[src/rtl/jt6295_pkg.sv]
// Shared types and sizes for the jt6295 sample ROM arbiter.
// State encoding, requester count and ROM map widths.
package jt6295_pkg;

  localparam int NCH     = 4;
  localparam int NREQ    = NCH + 1;
  localparam int ROM_AW  = 18;
  localparam int CTRL_AW = 10;

  typedef enum logic [1:0] {
    ST_IDLE = 2'd0,
    ST_GAP  = 2'd1,
    ST_WAIT = 2'd2,
    ST_ACK  = 2'd3
  } state_t;

endpackage

[src/rtl/jt6295_rr_pick.sv]
// Combinational 4-way channel picker.
// Search starts at ptr_i+1 and wraps 3->0.
module jt6295_rr_pick
  import jt6295_pkg::*;
(
  input  logic [NCH-1:0] req_i,
  input  logic [1:0]     ptr_i,
  output logic [NCH-1:0] gnt_o,
  output logic [1:0]     idx_o,
  output logic           any_o
);

  logic       found;
  logic [1:0] c;

  always_comb begin
    gnt_o = '0;
    idx_o = '0;
    found = 1'b0;
    c     = '0;
    for (int i = 1; i <= NCH; i++) begin
      c = ptr_i + 2'(i);
      if (!found && req_i[c]) begin
        found    = 1'b1;
        idx_o    = c;
        gnt_o[c] = 1'b1;
      end
    end
    any_o = |req_i;
  end

endmodule

[src/rtl/jt6295_rom_arb.sv]
// Single-port sample ROM arbiter: ctrl first, then channels.
// Define JT6295_ROM_ARB_RR_EN for round-robin channel selection.
module jt6295_rom_arb
  import jt6295_pkg::*;
(
  input  logic                clk,
  input  logic                rst_n,
  input  logic                ctrl_req,
  input  logic [CTRL_AW-1:0]  ctrl_addr,
  output logic                ctrl_ack,
  input  logic [NCH-1:0]      ch_req,
  input  logic [NCH*ROM_AW-1:0] ch_addr,
  output logic [NCH-1:0]      ch_ack,
  output logic [7:0]          dout,
  output logic                busy,
  output logic [ROM_AW-1:0]   rom_addr,
  output logic                rom_cs,
  input  logic [7:0]          rom_data,
  input  logic                rom_ok
);

  state_t            state_q;
  logic [ROM_AW-1:0] rom_addr_q;
  logic              rom_cs_q;
  logic [7:0]        dout_q;
  logic              ctrl_ack_q;
  logic [NCH-1:0]    ch_ack_q;
  logic              gnt_ctrl_q;
  logic [NCH-1:0]    gnt_q;

  logic [NCH-1:0]    pick_gnt;
  logic [1:0]        pick_idx;
  logic              pick_any;
  logic [1:0]        ptr;
  logic [ROM_AW-1:0] ch_sel;

  jt6295_rr_pick u_pick (
    .req_i (ch_req),
    .ptr_i (ptr),
    .gnt_o (pick_gnt),
    .idx_o (pick_idx),
    .any_o (pick_any)
  );

`ifdef JT6295_ROM_ARB_RR_EN
  logic [1:0] ptr_q;

  // Pointer moves on channel grants only; ctrl wins leave it alone.
  always_ff @(posedge clk) begin
    if (!rst_n)
      ptr_q <= 2'd3;
    else if (state_q == ST_IDLE && !ctrl_req && pick_any)
      ptr_q <= pick_idx;
  end

  assign ptr = ptr_q;
`else
  assign ptr = 2'd3;
`endif

  always_comb begin
    ch_sel = '0;
    unique case (pick_idx)
      2'd0: ch_sel = ch_addr[0*ROM_AW +: ROM_AW];
      2'd1: ch_sel = ch_addr[1*ROM_AW +: ROM_AW];
      2'd2: ch_sel = ch_addr[2*ROM_AW +: ROM_AW];
      2'd3: ch_sel = ch_addr[3*ROM_AW +: ROM_AW];
      default: ch_sel = '0;
    endcase
  end

  always_ff @(posedge clk) begin
    if (!rst_n) begin
      state_q    <= ST_IDLE;
      rom_addr_q <= '0;
      rom_cs_q   <= 1'b0;
      dout_q     <= '0;
      ctrl_ack_q <= 1'b0;
      ch_ack_q   <= '0;
      gnt_ctrl_q <= 1'b0;
      gnt_q      <= '0;
    end else begin
      ctrl_ack_q <= 1'b0;
      ch_ack_q   <= '0;
      unique case (state_q)
        ST_IDLE: begin
          if (ctrl_req) begin
            gnt_ctrl_q <= 1'b1;
            gnt_q      <= '0;
            rom_addr_q <= {8'd0, ctrl_addr};
            rom_cs_q   <= 1'b1;
            state_q    <= ST_GAP;
          end else if (pick_any) begin
            gnt_ctrl_q <= 1'b0;
            gnt_q      <= pick_gnt;
            rom_addr_q <= ch_sel;
            rom_cs_q   <= 1'b1;
            state_q    <= ST_GAP;
          end
        end
        // rom_ok may still describe the previous address here
        ST_GAP: state_q <= ST_WAIT;
        ST_WAIT: begin
          if (rom_ok) begin
            dout_q     <= rom_data;
            ctrl_ack_q <= gnt_ctrl_q;
            ch_ack_q   <= gnt_q;
            rom_cs_q   <= 1'b0;
            state_q    <= ST_ACK;
          end
        end
        ST_ACK: state_q <= ST_IDLE;
        default: state_q <= ST_IDLE;
      endcase
    end
  end

  assign rom_addr = rom_addr_q;
  assign rom_cs   = rom_cs_q;
  assign dout     = dout_q;
  assign ctrl_ack = ctrl_ack_q;
  assign ch_ack   = ch_ack_q;
  assign busy     = (state_q != ST_IDLE);

endmodule

[config.mk]
export PLATFORM = sky130hd
export DESIGN_NAME = jt6295_rom_arb
export DESIGN_NICKNAME = d
export VERILOG_FILES = /design/src/rtl/jt6295_pkg.sv /design/src/rtl/jt6295_rr_pick.sv /design/src/rtl/jt6295_rom_arb.sv
export SDC_FILE = /design/constraint.sdc
export NUM_CORES = 1
export LEC_CHECK = 0
export CORE_MARGIN = 3
export CORE_UTILIZATION = 40
export CTS_BUF_LIST = sky130_fd_sc_hd__clkbuf_4 sky130_fd_sc_hd__clkbuf_8 sky130_fd_sc_hd__clkbuf_16
export DETAILED_ROUTE_END_ITERATION = 10
export MAX_ROUTING_LAYER = met4
export PLACE_DENSITY = 0.95
export SLEW_MARGIN = 20
export SYNTH_ARGS = -nofsm -noshare
export SYNTH_HDL_FRONTEND = slang
export SYNTH_SLANG_ARGS = --single-unit
[constraint.sdc]
create_clock -name clk -period 3.95 [get_ports clk]
set_input_delay 0.395 -clock clk [delete_from_list [all_inputs] [get_ports clk]]
set_output_delay 0.395 -clock clk [all_outputs]
set_load 0.005 [all_outputs]
Yosys cells after proc, flatten, opt, wreduce, memory -nomap -nowiden
Cells that the tools add are included.
- flip-flop bits (word level): 39
- bits in latches: 0
- RAM bits: 0
- memory bits (read-only): 0
- input bits: 98
- logic and storage cells: 58
- memories: 0
- add/sub/neg operators: 0
- $mul: 0
- divide/modulo/power cells: 0
- $lt $le $gt $ge: 0
- equality and inequality tests: 8
- shift-type cells: 0
- multiplexer cells: 25
- bitwise logic cells: 0
- reduce and logical (&&, ||, !) cells: 17
- operator list (cell ; number):
    case mux 18 bit (4 select lines) ; 1
    two-way mux 18 bit ; 2
    two-way mux 2 bit ; 6
    two-way mux 4 bit ; 3
    two-way mux 1 bit ; 10
    equality test 2 bit, second input constant ; 4
    case mux 2 bit (4 select lines) ; 1
    AND reduction 2 bit ; 3
    AND reduction 3 bit ; 2
    nonzero test 2 bit ; 3
    equality test 2 x 1 -> 1 bit, second input constant ; 2
    logical NOT 2 bit ; 2
    OR reduction 4 bit ; 1
    logical AND 1 bit ; 3
    logical NOT 1 bit ; 3
    two-way mux 3 bit ; 1
    inequality test 3 bit, second input constant ; 1
    inequality test 2 bit, second input constant ; 1
    case mux 1 bit (2 select lines) ; 1

Depth between registers and ports, before layout
Gate-level depths: netlist of run 1.
- word-level depth: 14
- depth in mapped cells: 7

Cells and area by module
Synthesis of run 1 repeated with hierarchy kept, for this count alone.
- cell total of the unflattened synthesis: 255
- area, all modules: 2482.4 um^2
- by module, submodules not included (module ; instances ; cells each ; area each (um^2) ; seq. area each (um^2)):
    jt6295_rom_arb ; 1 ; 185 ; 1941.9 ; 780.7
    jt6295_rr_pick ; 1 ; 70 ; 540.5 ; 0.0

Worst setup path after synthesis of run 1
Ideal clock, no wire load.
- path type: input to register
- start point: input port ch_req[2]
- end point: register rom_addr_q[7] (netlist: rom_addr[7])
- arrival time: 1481 ps
- slack: 2337 ps
- cell stages on the path: 7
- cells stage by stage: buf_6 -> nor2b_4 -> buf_6 -> buf_6 -> a22o_1 -> a2111oi_2 -> o211ai_1
- longest elaborated chain between the ends: 9
- elaborated cells between the ends (all ways): 16
- ends and longest elaborated chain (what ; line ; source):
    start, declared ; jt6295_rom_arb.sv:11 ; input logic [NCH-1:0] ch_req,
    logical AND 1 bit ; jt6295_rr_pick.sv:23 ; if (!found && req_i[c]) begin
    two-way mux 1 bit ; jt6295_rr_pick.sv:23 ;
    logical NOT 1 bit ; jt6295_rr_pick.sv:23 ;
    logical AND 1 bit ; jt6295_rr_pick.sv:23 ;
    two-way mux 2 bit ; jt6295_rr_pick.sv:23 ;
    equality test 2 bit (tied with other cells) ; jt6295_rom_arb.sv:63 ; unique case (pick_idx)
    case mux 18 bit (4 select lines) ; jt6295_rom_arb.sv:63 ;
    two-way mux 18 bit ; jt6295_rom_arb.sv:93 ; end else if (pick_any) begin
    two-way mux 18 bit ; jt6295_rom_arb.sv:87 ; if (ctrl_req) begin
    end signal, assigned ; jt6295_rom_arb.sv:90 ; rom_addr_q <= {8'd0, ctrl_addr};
    end signal, assigned ; jt6295_rom_arb.sv:96 ; rom_addr_q <= ch_sel;
    end, declared ; jt6295_rom_arb.sv:23 ; logic [ROM_AW-1:0] rom_addr_q;
Several ways; a longest one is shown, not always the timed one. The select of a mux whose other input is x is not followed.
A chain may end at the register's enable or synchronous reset.

Final worst setup path of run 1
- start point: input port ch_req[1]
- end point: register rom_addr_q[0] (netlist: rom_addr[0])
- longest elaborated chain between the ends: 12
- elaborated cells between the ends (all ways): 20
- ends and longest elaborated chain (what ; line):
    logical AND 1 bit ; jt6295_rr_pick.sv:23
    two-way mux 1 bit ; jt6295_rr_pick.sv:23
    logical NOT 1 bit ; jt6295_rr_pick.sv:23
    logical AND 1 bit ; jt6295_rr_pick.sv:23
    two-way mux 1 bit ; jt6295_rr_pick.sv:23
    logical NOT 1 bit ; jt6295_rr_pick.sv:23
    logical AND 1 bit ; jt6295_rr_pick.sv:23
    two-way mux 2 bit ; jt6295_rr_pick.sv:23
    equality test 2 bit (tied with other cells) ; jt6295_rom_arb.sv:63
    case mux 18 bit (4 select lines) ; jt6295_rom_arb.sv:63
    two-way mux 18 bit ; jt6295_rom_arb.sv:93
    two-way mux 18 bit ; jt6295_rom_arb.sv:87
Several ways; a longest one is shown, not always the timed one. The select of a mux whose other input is x is not followed.

==> results of run 1 <==
-- power by group --
group	internal [mW]	switching, mW	total (mW)
Combinational	0.312	0.255	0.567
Clock	0.204	0.138	0.342
Sequential	0.475	0.0473	0.522
Total	0.991	0.440	1.43
-- path summary, 6_finish.rpt --
path / end / slack, ps / cells past startpoint
worst max-delay path: rom_addr[0] / 1500 / 5
worst min-delay path: gnt_q[3] / 460 / 2
worst max register to register: rom_addr[7] / 1740 / 6
worst min register to register: gnt_q[3] / 460 / 2
-- flip-flops by register name, indices dropped and copies added (netlist names) --
signal      cells
rom_addr       18
gnt_ctrl_q      1
dout            8
state_q         2
ch_ack          4
ctrl_ack        1
gnt_q           4
rom_cs          1
-- cells by family (layout without fill, tap and decap cells) --
family                   count (synthesis)  after routing  share of synthesized area
buffers and inverters                   27            148                    0.07394
flip-flops                              39             39                     0.3605
AO/OA/AOI/OAI                           93             93                     0.3628
AND/OR/NAND/NOR                         70             70                     0.1808
adder cells (fa/ha/maj)                  3              3                    0.01733
multiplexers                             1              1                   0.004622
-- critical path, delay by kind of cell --
| kind | cells | cell delay [ps] |
|---|---|---|
| AND/OR/NAND/NOR | 1 | 140 |
| buffers and inverters | 2 | 1050 |
| AO/OA/AOI/OAI | 2 | 1010 |
-- layer usage --
layer | part of all wire | global-route usage
met1 | 0.39 | 0.2621
met2 | 0.50 | 0.4040
met3 | 0.070 | 0.05418
met4 | 0.037 | 0.1117
met5 | 0 | -
-- layout make-up --
type | instances | area [sq um] | area share
tap | 70 | 87.58 | 0.02451
inverter | 5 | 18.77 | 0.005252
sequential | 39 | 780.7 | 0.2185
timing repair buffer | 135 | 1339 | 0.3746
clock inverter | 2 | 35.03 | 0.009804
multi-input combinational | 167 | 1230 | 0.3442
clock buffer | 6 | 82.58 | 0.02311
-- layout by cell type (no fill, tap or decap), types with 3 or more instances in the layout --
master,count
sky130_fd_sc_hd__a22o_1,17
sky130_fd_sc_hd__dfxtp_1,39
sky130_fd_sc_hd__a21oi_1,3
sky130_fd_sc_hd__o21ai_1,3
sky130_fd_sc_hd__nand2_1,23
sky130_fd_sc_hd__o21ai_0,15
sky130_fd_sc_hd__a2111oi_0,7
sky130_fd_sc_hd__clkdlybuf4s50_1,130
sky130_fd_sc_hd__nand3_1,24
sky130_fd_sc_hd__a2111oi_2,10
sky130_fd_sc_hd__nor2_1,4
sky130_fd_sc_hd__a21boi_0,8
sky130_fd_sc_hd__a21boi_1,5
sky130_fd_sc_hd__inv_1,4
sky130_fd_sc_hd__and3_1,5
sky130_fd_sc_hd__buf_4,5
sky130_fd_sc_hd__o2bb2ai_1,7
sky130_fd_sc_hd__ha_1,3
sky130_fd_sc_hd__clkbuf_8,6
sky130_fd_sc_hd__o211ai_1,10
==> impl_summary.md, run 1 <==
Run status
The flow ran to the end, and the final reports show no timing, DRC or antenna violations.

Floorplanning
131 I/O pins were placed. The number of rows in the core area is 26. In this run the standard cell core region covers 5172 sq um.

In this run the horizontal extent of the chip is 79.59 um. In this run the vertical extent of the chip is 79.59 um. The floorplan step defined a die boundary enclosing 6334 sq um. The initial utilization of the core area, before any placement, comes to 0.4187.

STA
The number of setup violations in the final report is 0. For the finished layout, the period the worst path requires is 2455 ps. Timing would allow up to 407.4 MHz. The worst slew margin relative to its limit is 0.4064. Setup repair after global routing left no endpoint under its margin. The number of pins exceeding their max-slew limit in the final report is 0. The smallest setup slack after layout is 1495 ps. The final count of hold timing violations is 0.

In the finished design, the share of the clock period the worst path needs comes to 0.6214. For the final database, setup skew stands at 2.866 ps. The final hold slack is 460.3 ps.

At the pin with the least slew margin, the transition time is 868.0 ps. The setup TNS after final layout is 0 ps.

Synth
Counting distinct cell types in the post-synthesis netlist gives 40. The commonest cells after synthesis are sky130_fd_sc_hd__dfxtp_1 (39), sky130_fd_sc_hd__nand3_1 (24), sky130_fd_sc_hd__nand2_1 (23), sky130_fd_sc_hd__a22o_1 (17), sky130_fd_sc_hd__o21ai_0 (15). Yosys mapped a number of flops with a built-in enable equal to 0. A synthesized cell averages 9.295 sq um. The synthesized design spends more area on one cell type than any other, namely sky130_fd_sc_hd__dfxtp_1. In the post-synthesis netlist, the biggest area contributors are sky130_fd_sc_hd__dfxtp_1 (36%), sky130_fd_sc_hd__a2111oi_2 (6.9%), sky130_fd_sc_hd__a22o_1 (6.9%). The post-synthesis cell count is 233.

In the synthesized netlist the dominant register cell turns out to be sky130_fd_sc_hd__dfxtp_1. The library cell with the highest instance count after synthesis is sky130_fd_sc_hd__dfxtp_1. The count of synthesis-stage warnings from yosys is 0.

The number of nets in the synthesized netlist is 334. After synthesis the netlist holds a flip-flop and latch count of 39. Of the synthesized area, sequential elements account for 0.3605. The portion of synthesized cell area occupied by the leading cell type is 0.3605. The cell area that synthesis handed to floorplanning was 2166 sq um. The async set-reset flop share out of synthesis is 0.

CTS
The clock tree from TritonCTS is yes. The clock latency on the worst-skew pair is 300 ps. CTS placed an instance of sky130_fd_sc_hd__clkbuf_8 at the clock tree root. After clock tree synthesis, the flow added hold-fix buffers numbering 0. The number of setup buffers added after CTS is 0. The register clock-pin slew on the reported worst setup and hold paths is 70 ps. The count of instances resized after the clock tree is built is 0. The longest clock path from root to sink contains 2 buffers. The number of clock sinks seen by CTS is 39.

The number of buffers created by CTS is 5. The H-tree generated during clock tree synthesis spans 2 levels.

Place
At the placement stage, the worst setup path has a slack of 1244 ps. The number of placed instances, taps included, is 416. At the end of routability-driven placement, the weighted congestion stood at 0.9314. Input and output buffers added on the ports amount to 130.

The half-perimeter wire length after placement is 5.423 mm. Summing all placed instances gives a cell area of 3456 sq um.

Detailed routing
The count of nets left with antenna violations once routing finished came out at 0. The total number of vias is 2353. The sum of routed wire length over all layers is 7.103 mm.

The detailed router finished its first iteration with 154 violations. The number of iterations in the first detailed-routing pass is 6. Dividing the detail-routed via count by the number of cells gives 5.550. In the routed design, unresolved DRC markers number 0. Dividing the detail-routed wire length by the instance count gives 16.75 um.

Worst setup path
The worst setup path is captured at a flip-flop. The origin of the critical flop-to-flop path is state_q[0]. The critical path is of the input pin to flip-flop type. The critical path's largest stage delay is 820 ps.

The top fanout value on the critical path is 16. The slowest library cell on the worst path is sky130_fd_sc_hd__a2111oi_0. The category of the worst setup path launch point is an input pin. Walking the worst path, the cells encountered are clkdlybuf4s50_1 > nor4b_4 > buf_4 > a2111oi_0 > o211ai_1. At the worst endpoint, the required time is 4100 ps. The first element of the critical path is ch_req[1]. The data arrival time at the worst-slack endpoint is 2600 ps.

Power
The static leakage is 1.255 nW. The maximum ir drop on the vdd rail is 0.0002606 V. The power per unit of standard cell area is 400.4 nW/um^2. The total power consumption of the routed design is 1.431 mW.

Layout
The total non-filler cell area in the finished layout is 3573 sq um. The area growth from synthesis to layout is 64.99%. The utilization of the core after routing is 0.6909.

The layout has 399 filler cells. After the last flow step, the layout net total stands at 454. In the final layout, the share of cells above drive strength 1 is 0.09887.

0 antenna diodes ended up in the layout. Once layout is complete, the cells apart from fillers number 424.

Global routing
The overall overflow remaining after global route is 0. The global-route wire length before repair is 11.33 mm. The via count of the first global-routing pass is 2397. The global routing usage summed across all routing layers is 0.2373. The pin count of the biggest net entering global routing is 45.

The number of antenna violations at the first check in global routing came to 0.

Min path
The hold path startpoint is gnt_q[3]. The path class of the tightest hold or removal check is flip-flop to flip-flop.

Job
The tool flagged a number of max-cap violations equal to 0.
(Power assumes the default switching activity.)
==> run 2, diff against run 1 <==
--- a/config.mk
+++ b/config.mk
@@ -6,11 +6,11 @@
 export NUM_CORES = 1
 export LEC_CHECK = 0
 export CORE_MARGIN = 3
-export CORE_UTILIZATION = 40
+export CORE_UTILIZATION = 38
 export CTS_BUF_LIST = sky130_fd_sc_hd__clkbuf_4 sky130_fd_sc_hd__clkbuf_8 sky130_fd_sc_hd__clkbuf_16
 export DETAILED_ROUTE_END_ITERATION = 10
 export MAX_ROUTING_LAYER = met4
-export PLACE_DENSITY = 0.95
+export PLACE_DENSITY = 0.93
 export SLEW_MARGIN = 20
 export SYNTH_ARGS = -nofsm -noshare
 export SYNTH_HDL_FRONTEND = slang
==> constraint.sdc (replaced) <==
create_clock -name clk -period 2.3 [get_ports clk]
set_input_delay 0.23 -clock clk [delete_from_list [all_inputs] [get_ports clk]]
set_output_delay 0.23 -clock clk [all_outputs]
set_load 0.005 [all_outputs]
==> run 2 against run 1 <==
Effect of this change: final area rose by 1.9%; clock-buffer cell count fell by 1; highest routed layer unchanged; largest cell class unchanged; largest power group unchanged; via count rose by 0.76%; sequential power rose by 71%.
==> impl_summary.md, run 2 (synthesis results as in run 1) <==
Run status
Status: finished, final reports clean (unchanged).

Power
The fraction of power spent switching nets was 0.3140 (was 0.3073). The total power consumption of the routed design is 2.494 mW (was 1.431 mW). The power per unit of standard cell area is 685.1 nW/um^2 (was 400.4 nW/um^2).

The net switching power was 0.7833 mW (was 0.4397 mW). The clock group share of total power is 0.228 (was 0.239). The static leakage is 1.296 nW (was 1.255 nW). The sequential fraction of design power was 0.359 (was 0.365). The part of the power in combinational logic is 0.413 (was 0.396). The internal power consumption is 1.711 mW (was 0.9913 mW). The maximum ir drop on the vdd rail was 0.0003426 V (was 0.0002606 V).

Worst setup path
The sort of element at the end of the critical path is a primary output (was flip-flop). The critical path data required time is 2070 ps (was 4100 ps). The top fanout value on the critical path is 7 (was 16). The data arrival time at the worst-slack endpoint is 1720 ps (was 2600 ps).

The origin of the critical flop-to-flop path was state_q[0] (unchanged). The category of the worst setup path launch point is a flip-flop (was input pin). The category of the critical setup timing path was flip-flop to primary output (was input pin to flip-flop). The first element of the critical path is state_q[1] (was ch_req[1]).

Floorplanning
The starting density of the core is 0.4084 (was 0.4187). The I/O pin count is 131 (unchanged). The die footprint is 6641 sq um (was 6334 sq um). The area of the core is 5303 sq um (was 5172 sq um). The number of rows in the core area was 26 (unchanged).

The width of the chip is 81.50 um (was 79.59 um). The die span in y is 81.50 um (was 79.59 um).

CTS
The number of buffers created by CTS is 5 (unchanged). The clock tree from TritonCTS is yes (unchanged). The post-cts hold buffer count was 0 (unchanged). The register clock-pin slew on the reported worst setup and hold paths was 80 ps (was 70 ps).

The number of buffers inserted to repair setup after CTS is 0 (unchanged). The clock tree root buffer cell is sky130_fd_sc_hd__clkbuf_8 (unchanged). The count of instances resized after the clock tree is built is 0 (unchanged). The largest buffer count on any clock path is 2 (unchanged). The clock latency on the worst-skew pair is 290 ps (was 300 ps). The number of H-tree levels came to 2 (unchanged).

The number of clock sinks seen by CTS is 39 (unchanged).

STA
The setup TNS after final layout came to 0 ps (unchanged). The maximum clock rate is 513.1 MHz. In the finished design, the share of the clock period the worst path needs comes to 0.8474. The worst slew margin relative to its limit is 0.5761 (was 0.4064). The slew at the pin with the worst max-slew slack was 635.1 ps (was 868.0 ps).

The final critical delay including setup and external delays is 1949 ps. The final count of hold timing violations was 0 (unchanged). The clock skew after layout is 7.140 ps (was 2.866 ps). The number of setup violations in the final report is 0 (unchanged). RSZ-0062 raised after global routing: false (unchanged).

The number of pins exceeding their max-slew limit in the final report is 0 (unchanged).

Place
The half-perimeter wire length after placement is 5.481 mm (was 5.423 mm). The final weighted congestion in routability-driven placement is 0.8750 (was 0.9314). The cell area after placement is 3508 sq um (was 3456 sq um). The number of buffer cells added on primary ports is 130 (unchanged).

Global routing
The global routing usage summed across all routing layers is 0.2268 (was 0.2373). The pin count of the biggest net entering global routing is 44 (was 45). The global-route wire length before repair is 11.30 mm (was 11.33 mm). The via count of the first global-routing pass is 2441 (was 2397). The number of antenna violations at the first check in global routing is 0 (unchanged). The overall overflow remaining after global route is 0 (unchanged).

Detailed routing
The routed via count divided by cell count is 5.488 (was 5.550). The total number of vias was 2371 (was 2353). The per-cell routed wire length was 16.27 um (was 16.75 um). The count of antenna-violating nets left after detailed routing came to 0 (unchanged). The number of iterations in the first detailed-routing pass came to 4 (was 6).

The number of DRC markers after the initial detailed-route iteration came to 102 (was 154). The met2 layer wire length in the routed design was 3.632 mm (was 3.565 mm). The met1 routed wirelength after detailed routing is 2.797 mm (was 2.778 mm). The sum of routed wire length over all layers was 7.029 mm (was 7.103 mm). The DRC violations left is 0 (unchanged). The routed length on met3 was 471 um (was 496 um).

The uppermost signal routing layer after detailed routing is met4 (unchanged).

Layout
The post-layout net count came to 462 (was 454). The share of final-layout standard cells stronger than drive strength 1 is 0.1188 (was 0.09887). The total non-filler cell area in the finished layout is 3641 sq um (was 3573 sq um). The number of flip-flops in the largest register is 18 (unchanged). The most common library cell in the layout ignoring fill and taps is sky130_fd_sc_hd__clkdlybuf4s50_1 (unchanged). The area growth from synthesis to layout is 68.11% (was 64.99%).

The number of diodes added for antenna fixing came to 0 (unchanged). Most frequent cells in the layout: sky130_fd_sc_hd__clkdlybuf4s50_1 (130), sky130_fd_sc_hd__dfxtp_1 (39), sky130_fd_sc_hd__nand3_1 (24), sky130_fd_sc_hd__nand2_1 (23), sky130_fd_sc_hd__a22o_1 (17) (unchanged).

Min path
The hold path startpoint is gnt_q[0] (was gnt_q[3]). The class of the worst hold path is flip-flop to flip-flop (unchanged).

Job
The max-cap check violation count is 0 (unchanged).
run 2: final timing paths:
check	end	slack, ps	cells after the start
worst max register to register	rom_addr[5]	510	7
worst min-delay path	gnt_q[0]	450	2
worst min register to register	gnt_q[0]	450	2
worst max-delay path	busy	350	4
run 2: worst max-delay path, cell delays in order (launching register included):
cell and delay (ps):
sky130_fd_sc_hd__dfxtp_1 360, sky130_fd_sc_hd__inv_1 70, sky130_fd_sc_hd__ha_1 300, sky130_fd_sc_hd__inv_2 160
sky130_fd_sc_hd__clkdlybuf4s50_1 530
run 2: cell type report:
cell class / instances / area, sq um
Clock buffer: 5 / 68.82
Clock inverter: 3 / 43.79
Fill cell: 411 / 1662
Inverter: 5 / 18.77
Multi-Input combinational cell: 167 / 1230
Sequential cell: 39 / 780.7
Tap cell: 70 / 87.58
Timing Repair Buffer: 143 / 1411
run 2: stage by stage:
step,utilization,hold slack [ps],setup slack (ps),instances
floorplan,-,374.9,700.2,233
global placement,0.6616,434.6,89.84,423
detailed placement,0.6616,442.5,41.66,423
CTS,0.6829,450.5,182.3,431
global route,0.6866,472.8,245.5,432
finish,0.6866,452.5,350.9,432
run 2: metal layers:
layer | up-vias | GRT usage
met5 | - | -
met4 | 0 | 0.07095
met3 | 14 | 0.04605
met2 | 120 | 0.3803
met1 | 1095 | 0.2729
li1 | 1142 | -
run 2: power by group through the flow:
stage | Clock [mW] | Combinational [mW] | Sequential (mW)
final | 0.570 | 1.03 | 0.895
after global routing | 0.609 | 1.12 | 0.915
after CTS | 0.577 | 1.02 | 0.895
after detailed placement | 0 | 1.02 | 0.909
after global placement | 0 | 0.980 | 0.899
after floorplan | 0 | 0.470 | 0.906
==> run 3, diff against run 2 <==
--- a/config.mk
+++ b/config.mk
@@ -6,11 +6,11 @@
 export NUM_CORES = 1
 export LEC_CHECK = 0
 export CORE_MARGIN = 3
-export CORE_UTILIZATION = 38
+export CORE_UTILIZATION = 34
 export CTS_BUF_LIST = sky130_fd_sc_hd__clkbuf_4 sky130_fd_sc_hd__clkbuf_8 sky130_fd_sc_hd__clkbuf_16
 export DETAILED_ROUTE_END_ITERATION = 10
 export MAX_ROUTING_LAYER = met4
-export PLACE_DENSITY = 0.93
+export PLACE_DENSITY = 0.88
 export SLEW_MARGIN = 20
 export SYNTH_ARGS = -nofsm -noshare
 export SYNTH_HDL_FRONTEND = slang
==> constraint.sdc (replaced) <==
create_clock -name clk -period 1.65 [get_ports clk]
set_input_delay 0.165 -clock clk [delete_from_list [all_inputs] [get_ports clk]]
set_output_delay 0.165 -clock clk [all_outputs]
set_load 0.005 [all_outputs]
==> run 3 against run 2 <==
Effect of this change: non-clock buffer count increased by 23; worst setup slack lost 260 ps; critical path depth increased by 3; clock skew decreased by 1.6 ps; clock power is 44% higher; die area grew 11%; final area rose by 7.8%; utilization decreased by 3.9 points; sequential power is 40% higher; combinational power grew 57%; first-iteration DRC count grew 11%; critical path type is now flip-flop to flip-flop.
==> impl_summary.md, run 3 (synthesis results as in run 1) <==
Worst setup path
The depth of the critical timing path with buffers and inverters included is 7 (was 4). The critical path's largest stage delay is 350 ps (was 530 ps). The sort of element at the end of the critical path is a flip-flop (was primary output). The kind of cell adding the most delay to the critical path is simple AND/OR/NAND/NOR gates (was buffers and inverters). The category of the worst setup path launch point is a flip-flop (unchanged). The category of the critical setup timing path is flip-flop to flip-flop (was flip-flop to primary output). The top fanout value on the critical path was 11 (was 7). The total buffers and inverters traversed by the critical path is 3 (unchanged).

The slowest library cell on the worst path is sky130_fd_sc_hd__nor4b_4 (was sky130_fd_sc_hd__clkdlybuf4s50_1). Crit-path cells: inv_1 > ha_1 > inv_2 > nor4b_4 > buf_6 > o21ai_0 > o211ai_1 (was inv_1 > ha_1 > inv_2 > clkdlybuf4s50_1). The critical path data required time came to 1860 ps (was 2070 ps). The number of cell instances on the worst register-to-register path is 7 (unchanged).

The data arrival time at the worst-slack endpoint is 1770 ps (was 1720 ps).

STA
The final count of hold timing violations is 0 (unchanged). The number of setup violations in the final report is 0 (unchanged). The worst slew margin relative to its limit is 0.6792 (was 0.5761). The number of pins exceeding their max-slew limit in the final report is 0 (unchanged). The final critical delay including setup and external delays is 1559 ps. RSZ-0062 raised after global routing: false (unchanged). The clock skew after layout is 5.565 ps (was 7.140 ps). The period utilization is 0.9448. The slew at the pin with the worst max-slew slack is 480.0 ps (was 635.1 ps). The maximum clock rate is 641.5 MHz.

Detailed routing
The number of DRC markers after the initial detailed-route iteration is 113 (was 102). The routed via count divided by cell count came to 5.283 (was 5.488). The number of iterations in the first detailed-routing pass is 4 (unchanged).

The per-cell routed wire length was 16.97 um (was 16.27 um). The total number of vias is 2430 (was 2371). The count of antenna-violating nets left after detailed routing came to 0 (unchanged). The sum of routed wire length over all layers is 7.804 mm (was 7.029 mm). The DRC violations left is 0 (unchanged).

Floorplanning
The die span in y came to 85.81 um (was 81.50 um). The area of the core is 6061 sq um (was 5303 sq um). The I/O pin count came to 131 (unchanged).

The die footprint is 7363 sq um (was 6641 sq um). The width of the chip is 85.81 um (was 81.50 um). The number of rows in the core area is 28 (was 26). The starting density of the core is 0.3573 (was 0.4084).

Global routing
The number of antenna violations at the first check in global routing is 0 (unchanged). The met2 track demand over resource in global routing came to 0.3764 (was 0.3803). The pin count of the biggest net entering global routing is 44 (unchanged). The global routing usage summed across all routing layers is 0.2118 (was 0.2268). The via count of the first global-routing pass is 2513 (was 2441). The met3 global-route usage is 0.04611 (was 0.04605). The global-route wire length before repair was 11.92 mm (was 11.30 mm).

The overall overflow remaining after global route is 0 (unchanged). The layer with the highest usage is met2 (unchanged). The routing usage on met1 was 0.2356 (was 0.2729).

Power
The part of the power in combinational logic is 0.439 (was 0.413). The sequential fraction of design power is 0.338 (was 0.359). The power per unit of standard cell area is 939.6 nW/um^2 (was 685.1 nW/um^2). The maximum ir drop on the vdd rail came to 0.0004870 V (was 0.0003426 V).

The internal power consumption is 2.561 mW (was 1.711 mW). The clock group share of total power came to 0.223 (was 0.228). The static leakage came to 1.475 nW (was 1.296 nW). The total power consumption of the routed design is 3.688 mW (was 2.494 mW).

The net switching power came to 1.127 mW (was 0.7833 mW). The fraction of power spent switching nets came to 0.3056 (was 0.3140).

Layout
The number of flip-flops in the largest register is 18 (unchanged). The post-layout net count is 485 (was 462). The number of diodes added for antenna fixing is 0 (unchanged). The most common library cell in the layout ignoring fill and taps is sky130_fd_sc_hd__clkdlybuf4s50_1 (unchanged). The total non-filler cell area in the finished layout came to 3925 sq um (was 3641 sq um).

The number of filler cells placed in the layout is 465 (was 411). The share of final-layout standard cells stronger than drive strength 1 was 0.1740 (was 0.1188). The area of all sequential standard cells is 780.7 sq um (unchanged).

Most frequent cells in the layout: sky130_fd_sc_hd__clkdlybuf4s50_1 (125), sky130_fd_sc_hd__dfxtp_1 (39), sky130_fd_sc_hd__buf_4 (30), sky130_fd_sc_hd__nand3_1 (24), sky130_fd_sc_hd__nand2_1 (23) (was sky130_fd_sc_hd__clkdlybuf4s50_1 (130), sky130_fd_sc_hd__dfxtp_1 (39), sky130_fd_sc_hd__nand3_1 (24), sky130_fd_sc_hd__nand2_1 (23), sky130_fd_sc_hd__a22o_1 (17)). The multi-input combinational cell area is 1271 sq um (was 1230 sq um). The area growth from synthesis to layout is 81.22% (was 68.11%).

CTS
The number of clock sinks seen by CTS is 39 (unchanged). The clock tree root buffer cell was sky130_fd_sc_hd__clkbuf_8 (unchanged). The number of H-tree levels is 2 (unchanged). The number of buffers created by CTS is 5 (unchanged). The post-cts hold buffer count is 0 (unchanged).

The clock latency on the worst-skew pair is 290 ps (about the same). The register clock-pin slew on the reported worst setup and hold paths is 80 ps (about the same). The largest buffer count on any clock path is 2 (unchanged).

The clock tree from TritonCTS was yes (unchanged).

Run status
Status: finished, final reports clean (unchanged).

Place
The number of buffer cells added on primary ports is 130 (unchanged). The cell area after placement is 3687 sq um (was 3508 sq um). The half-perimeter wire length after placement is 6.065 mm (was 5.481 mm). The final weighted congestion in routability-driven placement is 0.8833 (was 0.8750).

Min path
The cell count of the worst hold path is 4 (was 2). The class of the worst hold path is input pin to flip-flop (was flip-flop to flip-flop).

Job
The max-cap check violation count is 0 (unchanged).
==> run 3: final timing paths <==
path / start / endpoint / slack (ps)
worst max register to register: state_q[0] / rom_addr[3] / 90
worst min register to register: gnt_q[0] / gnt_q[0] / 450
worst max-delay path: state_q[0] / rom_addr[3] / 90
worst min-delay path: ch_req[0] / gnt_q[0] / 430
==> run 3: final cells by class <==
class                      instances  share of cell area
timing repair buffer             166              0.4186
multi-input combinational        167              0.3239
sequential                        39              0.1989
tap                               75             0.02391
clock buffer                       6             0.02104
clock inverter                     2            0.008926
inverter                           5            0.004782
==> run 3: metrics by stage <==
stage | worst slack (ps) | hold WS [ps] | TNS, ps | util | std cells
finish | 91.15 | 429.6 | 0 | 0.6476 | 460
global route | 12.06 | 451.1 | 0 | 0.6476 | 460
CTS | 0.5840 | 428.0 | 0 | 0.6334 | 457
detailed placement | -521.9 | 442.0 | -9009 | 0.6084 | 446
global placement | -435.7 | 434.3 | -7438 | 0.6084 | 446
floorplan | 50.20 | 309.9 | 0 | - | 233
==> run 3: power groups by stage <==
stage          logic, mW  registers, mW  clock network [mW]
2_1_floorplan      0.655           1.26                   0
3_3_place_gp        1.52           1.26                   0
3_5_place_dp        1.58           1.26                   0
4_1_cts             1.59           1.24               0.838
5_1_grt             1.74           1.26               0.868
6_report            1.62           1.25               0.823
==> run 3: what timing repair did <==
item / CTS / global route
buffers inserted: 3 / 2
endpoints found under the setup margin: 19 / 18
endpoints found under the hold margin: 0 / 0
gates cloned: 0 / 1
resized for setup: 5 / 11
pin swaps: 2 / 1
==> run 3: worst register-to-register path, delay by kind of cell, from the launching register on <==
| family | cells | cell delay [ps] |
|---|---|---|
| simple gates | 1 | 350 |
| compound gates | 2 | 290 |
| fa+ha+maj | 1 | 190 |
| buf+inv | 3 | 330 |
| flops | 1 | 320 |
==> run 3: routing by layer <==
| metal | wire length [um] | share of wire | vias to the layer above |
|---|---|---|---|
| li1 | - | - | 1200 |
| met1 | 3079 | 0.39 | 1105 |
| met2 | 4067 | 0.52 | 113 |
| met3 | 502 | 0.064 | 12 |
| met4 | 155 | 0.020 | 0 |
| met5 | 0 | 0 | - |
